### config.mk
export PLATFORM = sky130hd
export DESIGN_NAME = signed_seq_divider
export DESIGN_NICKNAME = d
export VERILOG_FILES = /design/src/rtl/signed_seq_divider.sv
export SDC_FILE = /design/constraint.sdc
export NUM_CORES = 1
export LEC_CHECK = 0
export BUFFER_PORTS_ARGS = -buffer_cell sky130_fd_sc_hd__clkbuf_2
export CAP_MARGIN = 20
export CORE_UTILIZATION = 56
export CTS_BUF_LIST = sky130_fd_sc_hd__clkbuf_8
export DETAILED_ROUTE_END_ITERATION = 10
export GPL_TIMING_DRIVEN = 0
export MAX_ROUTING_LAYER = met4
export PLACE_DENSITY = 0.79
export SLEW_MARGIN = 10
export SYNTH_ARGS = -nofsm -noshare
export SYNTH_HDL_FRONTEND = slang
export SYNTH_SLANG_ARGS = --single-unit
### constraint.sdc
create_clock -name clk -period 7.3 [get_ports clk]
set_input_delay 0 -clock clk [delete_from_list [all_inputs] [get_ports clk]]
set_output_delay 0 -clock clk [all_outputs]
set_load 0.005 [all_outputs]
### src/rtl/signed_seq_divider.sv
// Sequential signed divider: restoring radix-2 iterations on operand magnitudes, then sign fix-up.
// Optional macro DIV_APPROX_EN skips the low APPROX_BITS quotient bits and forces the remainder to 0.
module signed_seq_divider #(
  parameter int N           = 16,
  parameter int APPROX_BITS = 4
) (
  input  logic         clk,
  input  logic         rst,
  input  logic         in_valid,
  output logic         in_ready,
  input  logic [N-1:0] dividend,
  input  logic [N-1:0] divisor,
  output logic         out_valid,
  input  logic         out_ready,
  output logic [N-1:0] quotient,
  output logic [N-1:0] remainder,
  output logic         div_by_zero
);

`ifdef DIV_APPROX_EN
  localparam bit APPROX_EN = 1'b1;
`else
  localparam bit APPROX_EN = 1'b0;
`endif
  localparam int SKIP = APPROX_EN ? APPROX_BITS : 0;
  localparam int ITER = N - SKIP;
  localparam int CW   = $clog2(N);
  localparam logic [N-1:0] MIN_VAL = {1'b1, {(N-1){1'b0}}};

  typedef enum logic [1:0] {IDLE, CALC, FIX, DONE} state_t;

  state_t        state;
  logic [N-1:0]  a_sh;     // dividend magnitude, consumed MSB first
  logic [N-1:0]  b_mag;
  logic [N-1:0]  prem;
  logic [N-1:0]  q_sh;
  logic [CW-1:0] cnt;
  logic          neg_q;
  logic          neg_r;

  logic [N:0]    shifted;
  logic [N:0]    diff;
  logic [N-1:0]  q_full;

  // Unsigned N-bit magnitude holds 2^(N-1) exactly, so the most negative operand needs no special width.
  function automatic logic [N-1:0] mag(input logic [N-1:0] v);
    return v[N-1] ? (~v + 1'b1) : v;
  endfunction

  // prem < |divisor| keeps the trial difference within (-|b|, |b|), so N+1 signed bits suffice.
  assign shifted  = {prem, a_sh[N-1]};
  assign diff     = shifted - {1'b0, b_mag};
  assign q_full   = q_sh << SKIP;
  assign in_ready = (state == IDLE);

  // NOTE: sequential state uses non-blocking assignments only, so every register samples pre-edge values.
  always_ff @(posedge clk) begin
    if (rst) begin
      state       <= IDLE;
      out_valid   <= 1'b0;
      quotient    <= '0;
      remainder   <= '0;
      div_by_zero <= 1'b0;
      cnt         <= '0;
      a_sh        <= '0;
      b_mag       <= '0;
      prem        <= '0;
      q_sh        <= '0;
      neg_q       <= 1'b0;
      neg_r       <= 1'b0;
    end else begin
      case (state)
        IDLE: begin
          if (in_valid) begin
            a_sh        <= mag(dividend);
            b_mag       <= mag(divisor);
            prem        <= '0;
            q_sh        <= '0;
            neg_q       <= dividend[N-1] ^ divisor[N-1];
            neg_r       <= dividend[N-1];
            div_by_zero <= (divisor == '0);
            if (divisor == '0) begin
              quotient  <= '1;
              remainder <= dividend;
              out_valid <= 1'b1;
              state     <= DONE;
            end else if (dividend == MIN_VAL && divisor == '1) begin
              quotient  <= MIN_VAL;
              remainder <= '0;
              out_valid <= 1'b1;
              state     <= DONE;
            end else begin
              cnt   <= CW'(ITER - 1);
              state <= CALC;
            end
          end
        end
        CALC: begin
          a_sh <= a_sh << 1;
          if (!diff[N]) begin
            prem <= diff[N-1:0];
            q_sh <= {q_sh[N-2:0], 1'b1};
          end else begin
            prem <= shifted[N-1:0];
            q_sh <= {q_sh[N-2:0], 1'b0};
          end
          cnt <= cnt - 1'b1;
          if (cnt == '0) state <= FIX;
        end
        FIX: begin
          quotient  <= neg_q ? -q_full : q_full;
          remainder <= APPROX_EN ? '0 : (neg_r ? -prem : prem);
          out_valid <= 1'b1;
          state     <= DONE;
        end
        DONE: begin
          if (out_ready) begin
            out_valid <= 1'b0;
            state     <= IDLE;
          end
        end
        default: state <= IDLE;
      endcase
    end
  end

endmodule

==> impl_metrics.csv, run 1 <==
group,metric,value,unit
outcome,run_status,"finished, final reports clean",
power,pwr-share-seq,32.8,%
route,wl_met3,1440,um
cts,ctsResizeCount,0,
placed_design,gp_congestion,0.938,
global_routing,overflow,0,
logic_synthesis,synthArstFlopShare,0,%
sta,slew_violations,0,
route,route.top_layer_used,"met4",
logic_synthesis,syn_nets,877,
hold_path,holdCritPathClass,"in -> reg",
power,switching_share,45.1,%
die,core,11000,sq um
placed_design,pre_cts_slack,4.38,ns
global_routing,antenna_found_initial,0,
sta,setup_tns,0,ns
finish,fin_nets,961,
power,design_power_total,2.39,mW
finish,drive_gt1_share,12.2,%
sta,fin_crit,2.99,ns
critical_path,crit_path_end_kind,"register",
placed_design,placement.io_buffers,67,
cts,cts-root-buf,"clkbuf_8",
logic_synthesis,seq_area_frac_synth,32.9,%
finish,multiInputGateArea,3990,sq um
logic_synthesis,syn_avg_cell_area,7.93,sq um
cts,clk_path_buf_depth,2,
die,die_height,109,um
cts,clock_latency,0.39,ns
sta,hold_slack,0.0127,ns
route,viasPerCell,5.99,
die,io_pins,71,
logic_synthesis,synth_cells,814,
finish,stdcell_area,7220,sq um
cts,cts_made_buffers,9,
logic_synthesis,ys_ff_latch,106,
sta,setup_slack,4.31,ns
logic_synthesis,synth_top_flop_cell,"dfxtp_1",
route,drt_iter0_drc,519,
cts,cts-htree-levels,3,
critical_path,cp_data_arrival_time,3.28,ns
sta,max_freq,0.335,GHz
power,peakVddDrop,0.165,mV
critical_path,critPathLaunchType,"register",
power,pwr-share-comb,52.6,%
finish,fin_cells,1043,
critical_path,crit_path_max_fanout,10,
power,p_leak,2.80,nW
power,p_switching,1.08,mW
critical_path,path_cells,"inv_1 -> ha_1 -> fa_1 -> nand2b_1 -> a21oi_1 -> o211ai_1 -> and2_1 -> a211o_1 -> buf_2 -> mux2i_1 -> a22o_1",
cts,cts_tree,"done",
cts,cts_setup_buffers,0,
cts,cts_hold_buf,6,
cts,clkSinkCount,106,
sta,setup_viol,0,
critical_path,slowest_stage,"fa_1",
route,dr.pass1.iters,5,
global_routing,grt.total_usage,30.6,%
route,vias,6250,
sta,rsz0062_at_grt,"false",
placed_design,place_hpwl,13400,um
cts,clk_pin_slew,0.11,ns
power,p_int,1.31,mW
die,rows,38,
critical_path,worstSetupPathType,"reg -> reg",
global_routing,first_global_vias,5718,
power,p_clk_share,14.6,%
placed_design,place_area,6970,sq um
sta,slew_headroom,37.5,%
logic_synthesis,yosysTopAreaCellShare,32.9,%
die,start_util,58.6,%
finish,syn_to_final_growth,11.8,%
logic_synthesis,ys_warn_count,0,
finish,final_util,65.4,%
critical_path,max_stage_delay,0.39,ns
sta,period_share,40.9,%
run,drv_cap,0,
finish,antenna_cells,0,
logic_synthesis,synth_area_leaders,"dfxtp_1, nor2_1, xnor2_1, nand2_1, ha_1",
logic_synthesis,yosys.area.top_type,"dfxtp_1",
logic_synthesis,synth_cell_types,65,
route,wl,17200,um
route,wire_per_inst,16.5,um
route,drc,0,
route,drt-met1-wl,7830,um
power,p_per_area,331,nW/um^2
die,die-area,12000,sq um
sta,max_slew.worst_pin.slew,0.925,ns
finish,final-seq-area,2120,sq um
sta,clock_skew,0.0156,ns
finish,fillers,967,
logic_synthesis,syn-cell-area,6460,sq um
sta,hold_violations,0,
die,die_w,109,um
placed_design,place_inst,1021,
logic_synthesis,synth_edf_count,0,
global_routing,grt_pass1_wl,27500,um
route,ant_nets,0,
route,wl_met2,7550,um
critical_path,required,7.59,ns
global_routing,grt_max_degree,20,
[flip-flops by register name, summed over array words and instances, names as in the netlist, 2 cells and up]
register   count
state          2
b_mag         16
a_sh          16
cnt            4
q_full        16
remainder     16
prem          16
quotient      16
[power by group through the flow]
stage | clock, mW | sequential [mW] | combinational [mW]
3_5_place_dp | 0 | 0.795 | 1.23
2_1_floorplan | 0 | 0.776 | 0.930
4_1_cts | 0.358 | 0.781 | 1.24
5_1_grt | 0.377 | 0.798 | 1.39
3_3_place_gp | 0 | 0.789 | 1.19
6_report | 0.349 | 0.783 | 1.26
[layer usage]
metal	vias to the layer above	GRT usage, %
met3	28	4.68
met1	2900	40.6
met4	0	11.8
met5	-	-
li1	3059	-
met2	263	46.8
[kinds of logic after synthesis]
kind of cell	synth area share [%]
AO/OA/AOI/OAI	24.4
XOR/XNOR	8.95
adder cells (fa/ha/maj)	5.35
buffers and inverters	5.37
flip-flops	32.9
multiplexers	2.79
AND/OR/NAND/NOR	20.3
[worst paths after layout]
path          endpoint  slack, ns  cells after the start        start
max            prem[0]       4.31                     11     a_sh[15]
max reg2reg    prem[0]       4.31                     11     a_sh[15]
min reg2reg    a_sh[8]       0.46                      2      a_sh[8]
min          b_mag[11]       0.01                      4  divisor[11]
[cell usage after synthesis, drive strengths merged (6+ instances only)]
library cell,n
a211oi,38
a21oi,49
a22oi,30
buf,13
clkbuf,37
dfxtp,106
ha,26
inv,36
mux2i,18
nand2,95
nand2b,8
nor2,96
nor3,23
nor4,7
o21ai,48
o31ai,11
o41ai,8
or4,6
xnor2,41
xor2,25
[placed cells by master, fill, tap and decap left out, types with 5 or more instances in the layout]
cell type	instances
nor2_1	96
o31ai_1	11
dfxtp_1	106
clkbuf_1	37
o211ai_1	5
buf_1	5
o21ai_0	47
xor2_1	25
nand2_1	95
a22oi_1	30
a211oi_1	30
nor4_1	6
o21a_1	5
clkbuf_8	9
dlygate4sd3_1	6
nand2b_1	8
nand3_1	5
a211oi_2	8
nor3_1	23
o41ai_1	8
xnor2_1	41
a21oi_1	49
clkbuf_2	67
inv_1	36
ha_1	26
or4_1	6
mux2i_1	18
nand4_1	5
[worst max-delay path: cells and delay by family, from the launching register on]
kind / cells / cell delay (ns)
adder cells (fa/ha/maj): 2 / 0.61
flip-flops: 1 / 0.35
multiplexers: 1 / 0.15
AO/OA/AOI/OAI: 4 / 1.06
AND/OR/NAND/NOR: 2 / 0.44
buffers and inverters: 2 / 0.28
[layout make-up]
type / instances / area share [%]
multi-input cells: 622 / 55.3
flip-flops and latches: 106 / 29.4
repair buffers: 73 / 5.48
plain buffers: 50 / 2.93
well taps: 140 / 2.43
inverters: 36 / 1.87
clock buffers: 9 / 1.72
clock inverters: 7 / 0.901
(Power assumes the default switching activity.)
==> run 2: changes to the inputs <==
==> constraint.sdc (replaced) <==
create_clock -name clk -period 3.1 [get_ports clk]
set_input_delay 0 -clock clk [delete_from_list [all_inputs] [get_ports clk]]
set_output_delay 0 -clock clk [all_outputs]
set_load 0.005 [all_outputs]
==> run 2 against run 1 <==
Net effect:
- register-to-register slack worse by 4.1 ns
- first-iteration DRC count up 4.0%
- via count is 0.13% higher
- maximum frequency rose by 3.7%
- clock power rose by 140%
- core utilization increased by 0.10 points
- wire length is 0.20% higher
- cell count unchanged
- largest power group unchanged
==> impl_metrics.csv, run 2 (same netlist as run 1, synthesis figures left out) <==
group,metric,value,unit
outcome,run_status,"finished, final reports clean",
sta,slew_violations,0,
cts,clk_pin_slew,0.11,ns
route,ant_nets,0,
die,die-area,12000,sq um
global_routing,first_global_vias,5718,
route,dr.pass1.iters,5,
finish,drive_gt1_share,12.4,%
cts,clk_path_buf_depth,2,
power,peakVddDrop,0.391,mV
finish,antenna_cells,0,
die,io_pins,71,
cts,clock_latency,0.39,ns
sta,clock_skew,0.0161,ns
sta,fin_crit,2.88,ns
route,viasPerCell,6.00,
placed_design,place_area,6970,sq um
critical_path,cp_num_buf_inv,2,
sta,slew_headroom,36.3,%
die,die_w,109,um
power,design_power_total,5.65,mW
power,p_per_area,782,nW/um^2
sta,max_freq,0.347,GHz
cts,clkSinkCount,106,
cts,cts_setup_buffers,0,
critical_path,crit_path_max_fanout,10,
cts,cts-htree-levels,3,
critical_path,setup.worst_path.start,"a_sh[15]",
placed_design,placement.io_buffers,67,
critical_path,r2r_cells,11,
die,die_height,109,um
global_routing,overflow,0,
global_routing,antenna_found_initial,0,
critical_path,slowest_stage,"fa_1",
critical_path,path_cells,"inv_1 -> ha_1 -> fa_1 -> nand2b_1 -> a21oi_2 -> o211ai_1 -> and2_1 -> a211o_1 -> clkbuf_4 -> mux2i_1 -> a22o_1",
critical_path,crit_path_end_kind,"register",
global_routing,grt_pass1_wl,27500,um
critical_path,cp-endpoint,"prem[1]",
route,drc,0,
hold_path,holdCritPathClass,"in -> reg",
critical_path,rr_startpoint,"a_sh[15]",
critical_path,cp_top_family,"compound AO/OA/AOI/OAI gates",
critical_path,r2r-end,"prem[1]",
sta,max_slew.worst_pin.slew,0.942,ns
critical_path,critPathLaunchType,"register",
die,core,11000,sq um
critical_path,max_stage_delay,0.39,ns
finish,mostFrequentLayoutCell,"dfxtp_1",
placed_design,gp_congestion,0.938,
placed_design,pre_cts_slack,0.182,ns
finish,stdcell_area,7230,sq um
critical_path,worstSetupPathType,"reg -> reg",
finish,final_cell_mix,"dfxtp_1, nor2_1, nand2_1",
finish,fin_nets,961,
placed_design,place_hpwl,13400,um
run,drv_cap,0,
cts,cts_made_buffers,9,
route,vias,6258,
die,start_util,58.6,%
critical_path,cp.depth,11,
sta,setup_slack,0.218,ns
critical_path,cp_data_arrival_time,3.17,ns
sta,setup_viol,0,
finish,syn_to_final_growth,11.9,%
sta,setup_tns,0,ns
critical_path,required,3.39,ns
critical_path,rrSetupSlack,0.22,ns
sta,rsz0062_at_grt,"false",
sta,hold_violations,0,
global_routing,grt.total_usage,30.6,%
die,rows,38,
route,drt_iter0_drc,540,
cts,cts_tree,"done",
cts,cts-root-buf,"clkbuf_8",
global_routing,grt_max_degree,20,
power,p_leak,2.81,nW
route,wire_per_inst,16.5,um
sta,period_share,93.0,%
route,wl,17200,um
[run 2: cell types whose count changed in the layout (fill, tap and decap cells not counted), sizes merged]
cell    previous run  this run
clkbuf           113       114
buf               13        12
[run 2: per-stage QoR]
step	std cells	hold slack, ns	utilization (%)
floorplan	814	0.136	-
global placement	1021	0.291	63.2
detailed placement	1021	0.296	63.2
CTS	1043	0.00292	65.4
global route	1043	0.0191	65.5
finish	1043	0.0128	65.5
[run 2: what timing repair did]
| action | in CTS | in global routing |
|---|---|---|
| gates resized for setup | 0 | 3 |
| endpoints found under the setup margin | 0 | 11 |
| hold buffers | 6 | 0 |
| endpoints found under the hold margin | 6 | 0 |
[run 2: worst min-delay path: stages]
cell and delay, ns:
clkbuf_2 0.13, xnor2_1 0.08, nor2_1 0.08, a211oi_1 0.05
[run 2: final cells by class]
| class | count | area [sq um] |
|---|---|---|
| Multi-Input combinational cell | 622 | 4000 |
| Buffer | 50 | 214 |
| Sequential cell | 106 | 2120 |
| Fill cell | 966 | 3800 |
| Timing Repair Buffer | 73 | 395 |
| Clock inverter | 7 | 65.1 |
| Clock buffer | 9 | 124 |
| Tap cell | 140 | 175 |
| Inverter | 36 | 135 |
[run 2: per-layer routing]
| metal | track usage, % | up-vias | wire length, um |
|---|---|---|---|
| met2 | 46.8 | 246 | 7580 |
| met4 | 11.8 | 0 | 357 |
| met1 | 40.6 | 2919 | 7870 |
| met3 | 4.68 | 29 | 1390 |
| met5 | - | - | 0 |
| li1 | - | 3064 | - |
[run 2: power breakdown]
part,switching [mW],internal [mW],total (mW)
Combinational,1.83,1.15,2.98
Clock,0.520,0.307,0.827
Sequential,0.202,1.64,1.84
Total,2.55,3.10,5.65
[run 2: worst min-delay path by stage]
stage	slack, ns	depth (start not counted)	endpoint	startpoint
after CTS	0.003	4	b_mag[11]	divisor[11]
after global placement	0.29	3	b_mag[0]	divisor[0]
after floorplan	0.14	2	b_mag[0]	divisor[0]
after detailed placement	0.30	3	b_mag[0]	divisor[0]
final	0.01	4	b_mag[11]	divisor[11]
after global routing	0.02	3	a_sh[0]	dividend[0]
